==> config.mk <==
export PLATFORM = sky130hd
export DESIGN_NAME = ramp_signal_analyzer
export DESIGN_NICKNAME = d
export VERILOG_FILES = /design/src/rtl/ramp_signal_analyzer.sv
export SDC_FILE = /design/constraint.sdc
export NUM_CORES = 1
export LEC_CHECK = 0
export ABC_AREA = 1
export BUFFER_PORTS_ARGS = -buffer_cell sky130_fd_sc_hd__buf_4
export CORE_MARGIN = 3
export CORE_UTILIZATION = 60
export CTS_BUF_LIST = sky130_fd_sc_hd__clkbuf_2
export DETAILED_ROUTE_END_ITERATION = 8
export MAX_ROUTING_LAYER = met4
export PLACE_DENSITY_LB_ADDON = 0.15
export SYNTH_ARGS = -nofsm -noshare
export SYNTH_HDL_FRONTEND = slang
export SYNTH_SLANG_ARGS = --single-unit
export TNS_END_PERCENT = 1
==> constraint.sdc <==
create_clock -name clk1 -period 5.3 [get_ports clk1]
set_clock_uncertainty 0.05 [all_clocks]
set_input_delay 1.06 -clock clk1 [delete_from_list [all_inputs] [get_ports clk1]]
set_output_delay 1.06 -clock clk1 [all_outputs]
set_load 0.05 [all_outputs]
==> src/rtl/ramp_signal_analyzer.sv <==
// ramp_signal_analyzer: follows an 8-bit 0..RAMP_LEN-1 ramp stream, acquires lock,
// counts sequence errors while locked, measures the ramp period in valid samples
// and pulses on every wrap seen while locked.
module ramp_signal_analyzer #(
    parameter int unsigned RAMP_LEN    = 40,
    parameter int unsigned LOCK_COUNT  = 4,
    parameter int unsigned UNLOCK_ERRS = 3
) (
    input  logic        clk1,
    input  logic        rst_n,
    input  logic [7:0]  sample_in,
    input  logic        sample_valid,
    output logic        locked,
    output logic [15:0] err_count,
    output logic [7:0]  period,
    output logic        wrap_pulse
);

    typedef enum logic [1:0] {
        StHunt,
        StAcquire,
        StLocked
    } state_e;

    localparam logic [7:0] LastVal   = 8'(RAMP_LEN - 1);
    localparam logic [3:0] LockCnt   = 4'(LOCK_COUNT);
    localparam logic [3:0] UnlockCnt = 4'(UNLOCK_ERRS);

    state_e      state_q, state_d;
    logic [7:0]  prev_q, prev_d;
    logic [3:0]  match_cnt_q, match_cnt_d;
    logic [3:0]  miss_cnt_q, miss_cnt_d;
    logic [7:0]  per_cnt_q, per_cnt_d;
    logic        first_wrap_q, first_wrap_d;
    logic [15:0] err_count_q, err_count_d;
    logic [7:0]  period_q, period_d;
    logic        wrap_pulse_q, wrap_pulse_d;
    logic        locked_q, locked_d;

    logic [7:0]  expected;
    logic        is_match;

    // Successor check; an out-of-range value on either side can never match,
    // so a bad sample and the one after it both count as mismatches.
    always_comb begin
        expected = (prev_q == LastVal) ? 8'd0 : prev_q + 8'd1;
        is_match = (prev_q <= LastVal) && (sample_in <= LastVal) && (sample_in == expected);
    end

    // Next-state logic: FSM, lock/miss counters, error count and period capture.
    always_comb begin
        state_d      = state_q;
        prev_d       = prev_q;
        match_cnt_d  = match_cnt_q;
        miss_cnt_d   = miss_cnt_q;
        per_cnt_d    = per_cnt_q;
        first_wrap_d = first_wrap_q;
        err_count_d  = err_count_q;
        period_d     = period_q;
        wrap_pulse_d = 1'b0;

        if (sample_valid) begin
            // prev always resyncs to the latest sample, match or not
            prev_d    = sample_in;
            per_cnt_d = (per_cnt_q == 8'hFF) ? per_cnt_q : per_cnt_q + 8'd1;

            case (state_q)
                StHunt: begin
                    state_d     = StAcquire;
                    match_cnt_d = 4'd0;
                end
                StAcquire: begin
                    if (is_match) begin
                        if (match_cnt_q + 4'd1 == LockCnt) begin
                            state_d     = StLocked;
                            match_cnt_d = 4'd0;
                            miss_cnt_d  = 4'd0;
                        end else begin
                            match_cnt_d = match_cnt_q + 4'd1;
                        end
                    end else begin
                        match_cnt_d = 4'd0;
                    end
                end
                StLocked: begin
                    if (is_match) begin
                        miss_cnt_d = 4'd0;
                        if (sample_in == 8'd0) begin
                            wrap_pulse_d = 1'b1;
                            per_cnt_d    = 8'd1;
                            // The first wrap after lock only arms the measurement
                            if (first_wrap_q) begin
                                period_d = per_cnt_q;
                            end
                            first_wrap_d = 1'b1;
                        end
                    end else begin
                        if (err_count_q != 16'hFFFF) begin
                            err_count_d = err_count_q + 16'd1;
                        end
                        if (miss_cnt_q + 4'd1 == UnlockCnt) begin
                            state_d      = StHunt;
                            miss_cnt_d   = 4'd0;
                            match_cnt_d  = 4'd0;
                            first_wrap_d = 1'b0;
                        end else begin
                            miss_cnt_d = miss_cnt_q + 4'd1;
                        end
                    end
                end
                default: begin
                    state_d = StHunt;
                end
            endcase
        end

        locked_d = (state_d == StLocked);
    end

    // State and output registers.
    always_ff @(posedge clk1 or negedge rst_n) begin
        if (!rst_n) begin
            state_q      <= StHunt;
            prev_q       <= 8'd0;
            match_cnt_q  <= 4'd0;
            miss_cnt_q   <= 4'd0;
            per_cnt_q    <= 8'd0;
            first_wrap_q <= 1'b0;
            err_count_q  <= 16'd0;
            period_q     <= 8'd0;
            wrap_pulse_q <= 1'b0;
            locked_q     <= 1'b0;
        end else begin
            state_q      <= state_d;
            prev_q       <= prev_d;
            match_cnt_q  <= match_cnt_d;
            miss_cnt_q   <= miss_cnt_d;
            per_cnt_q    <= per_cnt_d;
            first_wrap_q <= first_wrap_d;
            err_count_q  <= err_count_d;
            period_q     <= period_d;
            wrap_pulse_q <= wrap_pulse_d;
            locked_q     <= locked_d;
        end
    end

    assign locked     = locked_q;
    assign err_count  = err_count_q;
    assign period     = period_q;
    assign wrap_pulse = wrap_pulse_q;

endmodule

==> flow_summary.rst <==
.. list-table::
   :header-rows: 1

   * - Metric
     - Value
   * - Outcome
     - complete, no violations
   * - CTS root buf
     - sky130_fd_sc_hd__clkbuf_2
   * - VDD IR-drop max
     - around 0.12 mV
   * - Relative contribution of combinational cells to total power
     - 14.8%
   * - Maximum clock path buffer count
     - 2
   * - Switching Share
     - between 20% and 30%
   * - Worst-Skew Late Latency
     - 0.45 ns
   * - Layout cell share with drive strength beyond 1
     - 13.2%
   * - Crit Reg-Reg Startpoint
     - prev_q[0]
   * - Reg-to-reg endpoint
     - period[0]
   * - GP Congestion
     - 0.909
   * - Total nets after synthesis
     - 421
   * - Net Switching
     - between 0.2 and 0.25 mW
   * - Count of max-cap constraint violations
     - 0
   * - Number of clock sinks
     - 53
   * - Die span in y
     - 77.3 µm
   * - Cell seen most often among critical-path stages
     - sky130_fd_sc_hd__nand2_1
   * - Max stage delay cell, worst path
     - sky130_fd_sc_hd__dfrtp_1
   * - Worst Hold Depth
     - 2
   * - Final core occ
     - 70.9%
   * - Average footprint of a synthesized cell
     - 7.55 µm²
   * - Mapped Area
     - 3050 µm²
   * - Top cell type by total area after synthesis
     - sky130_fd_sc_hd__dfrtp_1
   * - Via-per-instance ratio
     - 5.21
   * - Post-detailed-placement half-perimeter wirelength
     - 4510 µm
   * - Minimum clock period after layout
     - around 2.5 ns
   * - Number of DRC markers in iteration 0
     - 149
   * - Maximum fanout along the worst path
     - 14
   * - Layout area overhead
     - 11.9%
   * - Cells resized by post-CTS repair
     - 0
   * - I/O pin cnt
     - 37
   * - Fraction of power consumed by sequential logic
     - 59.0%
   * - Sequential share of the synthesized area
     - between 40% and 50%
   * - Final setup vio count
     - 0
   * - Site row count
     - 25
   * - Final-layout setup total negative slack
     - 0 ns
   * - Clock-pin slew of the registers on the worst-case setup and hold paths
     - 0.26 ns
   * - Slack of the worst reg-to-reg path
     - about 2.8 ns
   * - Die footprint
     - 5970 µm²
   * - Internal power
     - between 0.5 and 0.6 mW
   * - Leading cell types by total area after synthesis
     - sky130_fd_sc_hd__dfrtp_1, sky130_fd_sc_hd__nand2_1, sky130_fd_sc_hd__nand3_1
   * - Required time of the worst setup path
     - between 5 and 6 ns
   * - Cells traversed along the worst timing path
     - ha_1 -> nand2_1 -> nor2_1 -> nand3_2 -> nand3_1 -> nand2_1 -> nor2_2 -> nand2_2 -> nor2_4 -> nand3_2 -> nor2_4 -> nand2_2 -> nand2_1 -> nand2_1
   * - Critical path depth
     - 14
   * - Number of failing hold endpoints at the final stage
     - 0
   * - Sum of buffers and inverters on the critical path
     - 0
   * - DRC errors left
     - 0
   * - Total number of nets in the final design
     - 455
   * - Power density relative to cell area
     - about 230 nW/µm²
   * - Hold Crit Class
     - reg -> reg
   * - Crit Path Class
     - reg -> reg
   * - Highest achievable clock rate
     - 403 MHz
   * - Synthesized instance count
     - between 400 and 500
   * - Die Wd
     - roughly 77 µm
   * - Register bit count reported by yosys
     - 53
   * - Final antenna-violating net count
     - 0
   * - Worst Path Arrival
     - 2.81 ns
   * - Initial antenna violation count
     - 0
   * - Total length of routed wires
     - between 6000 and 7000 µm
   * - Top cell type's share of synthesized area
     - between 40% and 50%
   * - Antenna cells
     - 0
   * - Worst hold endpoint
     - period[4]
   * - Overall global routing resource usage
     - 22.6%
   * - Initial Utilization
     - between 60% and 70%
   * - Static leakage power
     - around 1.7 nW
   * - 1st-pass router iterations
     - 4
   * - Wire length per cell
     - 12.0 µm
   * - RSZ-0062 raised after global routing
     - false
   * - Top Family by Delay on Critical Path
     - simple AND/OR/NAND/NOR gates
   * - Share of total power in the clock network
     - about a quarter
   * - Buffers on Ports
     - 36
   * - Area of the core
     - just under 5000 µm²
   * - Tightest slew margin relative to the limit
     - 57.0%
   * - Number of hold buffers added after cts
     - 0
   * - Residual overflow from global routing
     - 0
   * - Worst Setup End Kind
     - register
   * - Post-CTS setup-driven buffer insertion count
     - 0
   * - Final worst-path cycle share
     - 46.8%
   * - Maximum level of the CTS H-tree
     - 2
   * - Tightest Pin Transition
     - 0.646 ns
   * - Post-synth cell types
     - 30
   * - Max-slew violations
     - 0
   * - Largest stage delay on the critical path
     - 0.45 ns
   * - Global-route wire length before repair
     - 10800 µm
   * - Syn. warnings
     - 0
   * - Routed vias
     - approximately 2.6k
   * - Logic depth of the worst register-to-register path
     - 14
   * - Launch instance of the worst min-delay path
     - period[4]
   * - Pin count of the biggest net entering global routing
     - 54
   * - Type of origin of the critical path
     - register
   * - Number of buffers created by CTS
     - 5
   * - Final Power
     - 0.797 mW
   * - Vias in the first global route
     - 2468
   * - CTS tree
     - yes
-- registers in the layout, indices dropped and copies added (netlist names) --
| name | cells |
|---|---|
| period | 8 |
| first_wrap_q | 1 |
| wrap_pulse | 1 |
| err_count | 16 |
| prev_q | 8 |
| state_q | 2 |
| miss_cnt_q | 4 |
| per_cnt_q | 8 |
| locked | 1 |
| match_cnt_q | 4 |
-- Yosys cell counts --
| cell | instances |
|---|---|
| sky130_fd_sc_hd__nand2_1 | 125 |
| sky130_fd_sc_hd__dfrtp_1 | 53 |
| sky130_fd_sc_hd__inv_1 | 44 |
| sky130_fd_sc_hd__nand3_1 | 39 |
| sky130_fd_sc_hd__nor2_1 | 34 |
| sky130_fd_sc_hd__o21ai_0 | 30 |
| sky130_fd_sc_hd__xnor2_1 | 9 |
| sky130_fd_sc_hd__xor2_1 | 9 |
| sky130_fd_sc_hd__nand4_1 | 7 |
| sky130_fd_sc_hd__ha_1 | 6 |
| sky130_fd_sc_hd__nor3_1 | 6 |
| sky130_fd_sc_hd__nand2_2 | 4 |
| sky130_fd_sc_hd__a21oi_1 | 3 |
| sky130_fd_sc_hd__clkbuf_1 | 3 |
| sky130_fd_sc_hd__nand3_2 | 3 |
| sky130_fd_sc_hd__nand3b_1 | 3 |
| sky130_fd_sc_hd__nor2_2 | 3 |
| sky130_fd_sc_hd__o21ai_1 | 3 |
| sky130_fd_sc_hd__o22ai_1 | 3 |
| sky130_fd_sc_hd__buf_2 | 2 |
| sky130_fd_sc_hd__buf_4 | 2 |
| sky130_fd_sc_hd__buf_6 | 2 |
| sky130_fd_sc_hd__nor2_4 | 2 |
| sky130_fd_sc_hd__nor4_1 | 2 |
| sky130_fd_sc_hd__o21a_1 | 2 |
| sky130_fd_sc_hd__a21oi_2 | 1 |
| sky130_fd_sc_hd__and3_1 | 1 |
| sky130_fd_sc_hd__nor3_2 | 1 |
| sky130_fd_sc_hd__o21bai_1 | 1 |
| sky130_fd_sc_hd__xnor3_1 | 1 |
-- worst max-delay path by stage --
stage / startpoint / endpoint / slack [ns]
3_3_place_gp: sample_in[6] / period[6] / 2.49
6_report: prev_q[0] / period[0] / 2.82
5_1_grt: prev_q[1] / period[5] / 2.49
4_1_cts: prev_q[0] / period[0] / 2.78
3_5_place_dp: sample_in[6] / period[0] / 2.41
2_1_floorplan: err_count[0] / err_count[2] / 2.96
-- cells by family after synthesis --
group                    after synthesis  share of synthesized area, %
AND/OR/NAND/NOR                      230                          33.2
buffers and inverters                 53                          7.34
flip-flops                            53                          43.5
AO/OA/AOI/OAI                         43                          7.55
XOR/XNOR                              19                          5.91
adder cells (fa/ha/maj)                6                          2.46
-- cells in the final DEF, fill, tap and decap left out, drive strengths merged, types with 4 or more instances in the layout --
| master | count |
|---|---|
| clkbuf | 5 |
| nor3 | 7 |
| nand2 | 129 |
| xnor2 | 9 |
| inv | 45 |
| nand3 | 42 |
| nor2 | 39 |
| dfrtp | 53 |
| buf | 36 |
| ha | 6 |
| xor2 | 9 |
| o21ai | 33 |
| nand4 | 7 |
| a21oi | 4 |
-- layout make-up --
type                    count  area (µm²)
clock buffers               5        25.0
clock inverters             3        43.8
fillers                   430        1400
inverters                  44         165
multi-input cells         298        1500
flip-flops and latches     53        1330
well taps                  67        83.8
repair buffers             36         270
-- stage by stage --
step                area [µm²]  hold WS (ns)  instances  setup slack [ns]
floorplan                 3050         0.416        404              2.96
global placement          3340         0.409        498              2.49
detailed placement        3340         0.411        498              2.41
CTS                       3410         0.466        506              2.78
global route              3410         0.500        506              2.49
finish                    3410         0.459        506              2.82
-- worst register-to-register path: cells and delay by family (launching register included) --
| family | cells | cell delay (ns) |
|---|---|---|
| adders and majority gates | 1 | 0.26 |
| DFF | 1 | 0.45 |
| and+or+nand+nor | 13 | 1.66 |
-- routing by layer --
metal / GRT usage (%) / share of wire [%] / vias up
met5: - / 0 / -
met4: 6.94 / 1.3 / 0
met3: 3.99 / 3.3 / 9
met2: 37.3 / 49 / 52
met1: 28.4 / 46 / 1211
li1: - / - / 1364
-- power by group through the flow --
stage | clock network [mW] | registers, mW | logic (mW)
after floorplan | 0 | 0.465 | 0.0892
after global placement | 0 | 0.475 | 0.116
after detailed placement | 0 | 0.476 | 0.117
after CTS | 0.215 | 0.469 | 0.119
after global routing | 0.235 | 0.474 | 0.135
final | 0.209 | 0.470 | 0.118
(Power assumes the default switching activity.)
